`src/rtl/icache_ctrl.sv`:
```
// Direct-mapped read-only instruction cache, 8 blocks x 4 words, 10-bit fetch address space.
// Latency: zero-cycle hit; a miss costs 1 (detect) + N memory cycles + 1 (update) cycles.
// Backpressure: BUSYWAIT holds the PC for the whole miss; MEM_BUSYWAIT stretches the memory phase.
module icache_ctrl #(
   parameter int INDEX_BITS  = 3,
   parameter int TAG_BITS    = 3,
   parameter int BLOCK_WORDS = 4
) (
   input  logic                           CLK,
   input  logic                           RESET,
   input  logic [31:0]                    PC,
   output logic [31:0]                    INSTRUCTION,
   output logic                           BUSYWAIT,
   output logic                           MEM_READ,
   output logic [TAG_BITS+INDEX_BITS-1:0] MEM_ADDRESS,
   input  logic [BLOCK_WORDS*32-1:0]      MEM_READDATA,
   input  logic                           MEM_BUSYWAIT
);

   localparam int NUM_BLOCKS = 1 << INDEX_BITS;
   localparam int BLOCK_BITS = BLOCK_WORDS * 32;
   localparam int OFF_BITS   = $clog2(BLOCK_WORDS);
   localparam int IDX_LSB    = OFF_BITS + 2;
   localparam int TAG_LSB    = IDX_LSB + INDEX_BITS;
   localparam int ADDR_BITS  = TAG_LSB + TAG_BITS;
   localparam int FA_BITS    = TAG_BITS + INDEX_BITS;

   typedef enum logic [1:0] {
      S_IDLE     = 2'd0,
      S_MEM_READ = 2'd1,
      S_UPDATE   = 2'd2
   } state_t;

   state_t                    state_q, state_d;
   logic [FA_BITS-1:0]        fill_addr_q, fill_addr_d;
   logic [BLOCK_BITS-1:0]     fill_data_q, fill_data_d;
   logic [NUM_BLOCKS-1:0]     valid_q;
   logic [TAG_BITS-1:0]       tag_q  [NUM_BLOCKS];
   logic [BLOCK_BITS-1:0]     data_q [NUM_BLOCKS];

   logic [OFF_BITS-1:0]       pc_off;
   logic [INDEX_BITS-1:0]     pc_idx;
   logic [TAG_BITS-1:0]       pc_tag;
   logic [INDEX_BITS-1:0]     fill_idx;
   logic [TAG_BITS-1:0]       fill_tag;
   logic                      hit;
   logic                      unused_pc;

   // Address split; bits above the 1 KB window and the byte offset are not part of the lookup.
   assign pc_off    = PC[2 +: OFF_BITS];
   assign pc_idx    = PC[IDX_LSB +: INDEX_BITS];
   assign pc_tag    = PC[TAG_LSB +: TAG_BITS];
   assign unused_pc = ^{PC[31:ADDR_BITS], PC[1:0]};

   assign fill_idx  = fill_addr_q[INDEX_BITS-1:0];
   assign fill_tag  = fill_addr_q[FA_BITS-1:INDEX_BITS];

   assign hit         = valid_q[pc_idx] && (tag_q[pc_idx] == pc_tag);
   assign INSTRUCTION = data_q[pc_idx][{pc_off, 5'd0} +: 32];
   assign MEM_ADDRESS = fill_addr_q;

   // Next-state and output decode; the fill target is latched so PC motion during a stall is harmless.
   always_comb begin
      state_d     = state_q;
      fill_addr_d = fill_addr_q;
      fill_data_d = fill_data_q;
      BUSYWAIT    = 1'b1;
      MEM_READ    = 1'b0;
      case (state_q)
         S_IDLE: begin
            BUSYWAIT = ~hit;
            if (!hit) begin
               state_d     = S_MEM_READ;
               fill_addr_d = {pc_tag, pc_idx};
            end
         end
         S_MEM_READ: begin
            MEM_READ = 1'b1;
            if (!MEM_BUSYWAIT) begin
               fill_data_d = MEM_READDATA;
               state_d     = S_UPDATE;
            end
         end
         S_UPDATE: begin
            state_d = S_IDLE;
         end
         default: begin
            state_d = S_IDLE;
         end
      endcase
   end

   // State, fill address and fill data registers; reset abandons any fill in progress.
   always_ff @(posedge CLK) begin
      if (!RESET) begin
         state_q     <= S_IDLE;
         fill_addr_q <= '0;
         fill_data_q <= '0;
      end else begin
         state_q     <= state_d;
         fill_addr_q <= fill_addr_d;
         fill_data_q <= fill_data_d;
      end
   end

   // Block storage: cleared on reset, written from the fill register in UPDATE (evicts unconditionally).
   always_ff @(posedge CLK) begin
      if (!RESET) begin
         valid_q <= '0;
         for (int i = 0; i < NUM_BLOCKS; i++) begin
            tag_q[i]  <= '0;
            data_q[i] <= '0;
         end
      end else if (state_q == S_UPDATE) begin
         valid_q[fill_idx] <= 1'b1;
         tag_q[fill_idx]   <= fill_tag;
         data_q[fill_idx]  <= fill_data_q;
      end
   end

endmodule
```
`config.mk`:
```
export PLATFORM = sky130hd
export DESIGN_NAME = icache_ctrl
export DESIGN_NICKNAME = d
export VERILOG_FILES = /design/src/rtl/icache_ctrl.sv
export SDC_FILE = /design/constraint.sdc
export NUM_CORES = 2
export LEC_CHECK = 0
export ABC_AREA = 1
export BUFFER_PORTS_ARGS = -buffer_cell sky130_fd_sc_hd__buf_4
export CORE_ASPECT_RATIO = 1.75
export CORE_MARGIN = 5
export CORE_UTILIZATION = 45
export CTS_BUF_LIST = sky130_fd_sc_hd__clkbuf_16
export CTS_CLUSTER_DIAMETER = 40
export DETAILED_ROUTE_END_ITERATION = 6
export SETUP_SLACK_MARGIN = 0.5
export SLEW_MARGIN = 10
export SYNTH_ARGS = -nofsm -noshare
export SYNTH_HDL_FRONTEND = slang
export SYNTH_SLANG_ARGS = --single-unit
export TNS_END_PERCENT = 1
```
`constraint.sdc`:
```
create_clock -name CLK -period 5.4 [get_ports CLK]
set_clock_uncertainty 0.2 [all_clocks]
set_input_delay 0.54 -clock CLK [delete_from_list [all_inputs] [get_ports CLK]]
set_output_delay 0.54 -clock CLK [all_outputs]
set_load 0.02 [all_outputs]
```
==> impl_metrics.csv <==
group,metric,value,unit
sta,slew_violations,0,
sta,worstMarginPinSlew,1.052,ns
sta,final.setup.tns,0,ns
clocking,clk_path_buf_depth,3,
logic_synthesis,syn_area,50430,um^2
logic_synthesis,yosys.cell_types.count,23,
sta,setup_viol,0,
clocking,cts_setup_buffers,0,
floorplan,die_w,263.1,um
finish,multi_input_area,13870,um^2
clocking,clk_pin_slew,0.06,ns
placement,place_area,53230,um^2
logic_synthesis,synth_cells,4772,
logic_synthesis,synth_seq_cells,1192,
flow_run,drv_cap,0,
critical_path,crit_arrival,3.57,ns
logic_synthesis,muxShareOfSynthArea,0,%
finish,fill_cells,9797,
critical_path,crit_path_top_delay_cell,"a31oi_1",
logic_synthesis,synth_warnings,0,
power,powerDensity,349.8,nW/um^2
logic_synthesis,synth_top_family_by_area,"simple AND/OR/NAND/NOR gates",
routing,ant_nets,0,
placement,portBuffers,178,
finish,stdcell_area,58150,um^2
power,switching_share,24.75,%
logic_synthesis,synth_seq_area_share,68.12,%
grt,grt_pass1_vias,36810,
logic_synthesis,synth_fa_ha_area_share,0,%
floorplan,core_area,111300,um^2
power,intPower,0.01531,W
grt,grt_max_degree,148,
finish,fin_nets,5062,
routing,routedWlPerCell,24.77,um
placement,place.gp.congestion,0.7899,
critical_path,criticalPathCategory,"in -> out",
routing,drtPass1Iterations,5,
floorplan,die_area,119100,um^2
sta,finalCritPeriodShare,79.77,%
critical_path,crit_chain,"buf_8 -> inv_8 -> buf_12 -> o21ai_0 -> o221ai_1 -> a31oi_1 -> a21oi_1 -> buf_4",
clocking,root_buffer,"clkbuf_16",
clocking,cts_hold_buf,118,
grt,antenna_found_initial,2,
clocking,h-tree-depth,3,
finish,layout_common_cells,"nor2_1, edfxtp_1, o21ai_0, buf_4, o221ai_1",
min_path,hold_class,"in -> reg",
power,p_seq_share,51.4,%
floorplan,ioPinCount,203,
logic_synthesis,synth_xor_xnor_area_share,0,%
grt,grt-ovfl-total,0,
critical_path,startpoint_type,"input port",
logic_synthesis,synthSimpleGateAreaFrac,14.31,%
power,power_switching,0.005034,W
grt,grt_pass1_wl,237.1,mm
finish,regArea,34350,um^2
clocking,cts_tree,"done",
power,power_frac_clock,39.2,%
power,pwr-share-comb,9.4,%
logic_synthesis,synth_nets,4935,
placement,dp_hpwl,83.45,mm
clocking,cts_resized,0,
floorplan,rows,162,
floorplan,die_y,452.8,um
grt,grtUsageTotal,26.20,%
sta,max_freq,0.2322,GHz
finish,final_core_util,52.26,%
routing,vias_per_cell,5.827,
sta,max_slew_margin,29.43,%
power,p_leak,20.22,nW
routing,post-route-drc-count,0,
sta,period_minus_slack,4.307,ns
finish,syn2layout_area_growth,15.32,%
sta,grt_setup_unrepaired,"false",
routing,wirelength,160.6,mm
routing,num_vias,37780,
clocking,numCtsBuffers,118,
floorplan,start_util,45.32,%
power,finalPower,0.02034,W
critical_path,worstPathRequired,4.66,ns
logic_synthesis,synth-compound-area-share,12.93,%
logic_synthesis,postSynthAreaPerCell,10.57,um^2
critical_path,max_stage_delay,0.69,ns
clocking,worstSkewPairLatency,0.74,ns
clocking,cts_num_sinks,1192,
routing,dr.first_iter.drc_count,3646,
critical_path,crit_path_end_kind,"output pin",
sta,hold_viol_final,0,
finish,final_common_cell,"nor2_1",
critical_path,cp_max_fo,122,
run_status,outcome,"completed",
finish,drive_gt1_share,9.316,%
power,vdd_drop_max,0.2603,mV
metrics by stage:
step	hold WS, ns	std cells	setup slack, ns
after floorplan	0.2225	4772	0.2831
after global placement	0.2296	6137	1.188
after detailed placement	0.2328	6137	1.184
after CTS	0.0002262	6478	1.183
after global routing	0.08526	6479	1.014
final	0.06915	6483	1.093
routing by layer:
metal,GRT usage [%],vias to the layer above,wire [um]
met5,0,-,0
met4,12.44,0,7534
met3,3.267,335,11610
met2,45.31,1722,79940
met1,32.91,18750,61520
li1,-,16970,-
cell type report:
cell class | count | area share [%]
antenna | 5 | 0.02152
clock buffer | 120 | 5.164
clock inverter | 103 | 1.259
inverter | 174 | 1.158
multi-input combinational | 3024 | 23.85
sequential | 1192 | 59.07
tap | 1476 | 3.176
timing repair buffer | 389 | 6.297
power by group through the flow:
| stage | clock network, W | logic, W | registers (W) |
|---|---|---|---|
| 3_5_place_dp | 0 | 0.00184 | 0.0107 |
| 6_report | 0.00797 | 0.00191 | 0.0105 |
| 3_3_place_gp | 0 | 0.00182 | 0.0107 |
| 2_1_floorplan | 0 | 0.00103 | 0.0107 |
| 4_1_cts | 0.00806 | 0.00191 | 0.0105 |
| 5_1_grt | 0.00844 | 0.00206 | 0.0105 |
sequential cells by signal, summed over array words and instances, names as in the netlist:
name	count
MEM_ADDRESS	6
data_q	1024
fill_data_q	128
state_q	2
tag_q	24
valid_q	8
worst max-delay path, delay by kind of cell:
kind | cells | cell delay, ns
buf+inv | 4 | 1.54
compound gates | 4 | 1.26
logic make-up (layout without fill, tap and decap cells):
group / Yosys count / after routing
other: 0 / 5
AOI/OAI and AO/OA: 1137 / 1137
and+or+nand+nor: 1887 / 1887
DFF: 1192 / 1192
buffers and inverters: 556 / 786
cell usage after synthesis, drive strengths merged:
| cell | n | area [um^2] |
|---|---|---|
| o22ai | 64 | 400.4 |
| nand3 | 92 | 475.5 |
| o21ai | 675 | 3378 |
| nor2 | 1668 | 6264 |
| o221ai | 186 | 1629 |
| dfxtp | 144 | 2883 |
| nand2 | 127 | 476.7 |
| a31oi | 32 | 200.2 |
| clkbuf | 300 | 1126 |
| inv | 46 | 172.7 |
| buf | 82 | 559.3 |
| clkinv | 128 | 480.5 |
| edfxtp | 1048 | 31470 |
| a21oi | 180 | 912.1 |
worst paths after layout:
kind	start	to	slack (ns)	cells past startpoint
worst min-delay path	MEM_READDATA[90]	fill_data_q[90]$_SDFFE_PN0P_	0.07	3
worst max register to register	state_q[0]$_SDFFE_PN0P_	data_q[2][40]$_SDFFCE_PN0P_	2.16	6
worst min register to register	valid_q[2]$_SDFFE_PN0N_	valid_q[2]$_SDFFE_PN0N_	0.24	2
worst max-delay path	PC[4]	INSTRUCTION[11]	1.09	8
Note: power is estimated with default switching activity, not from simulation.
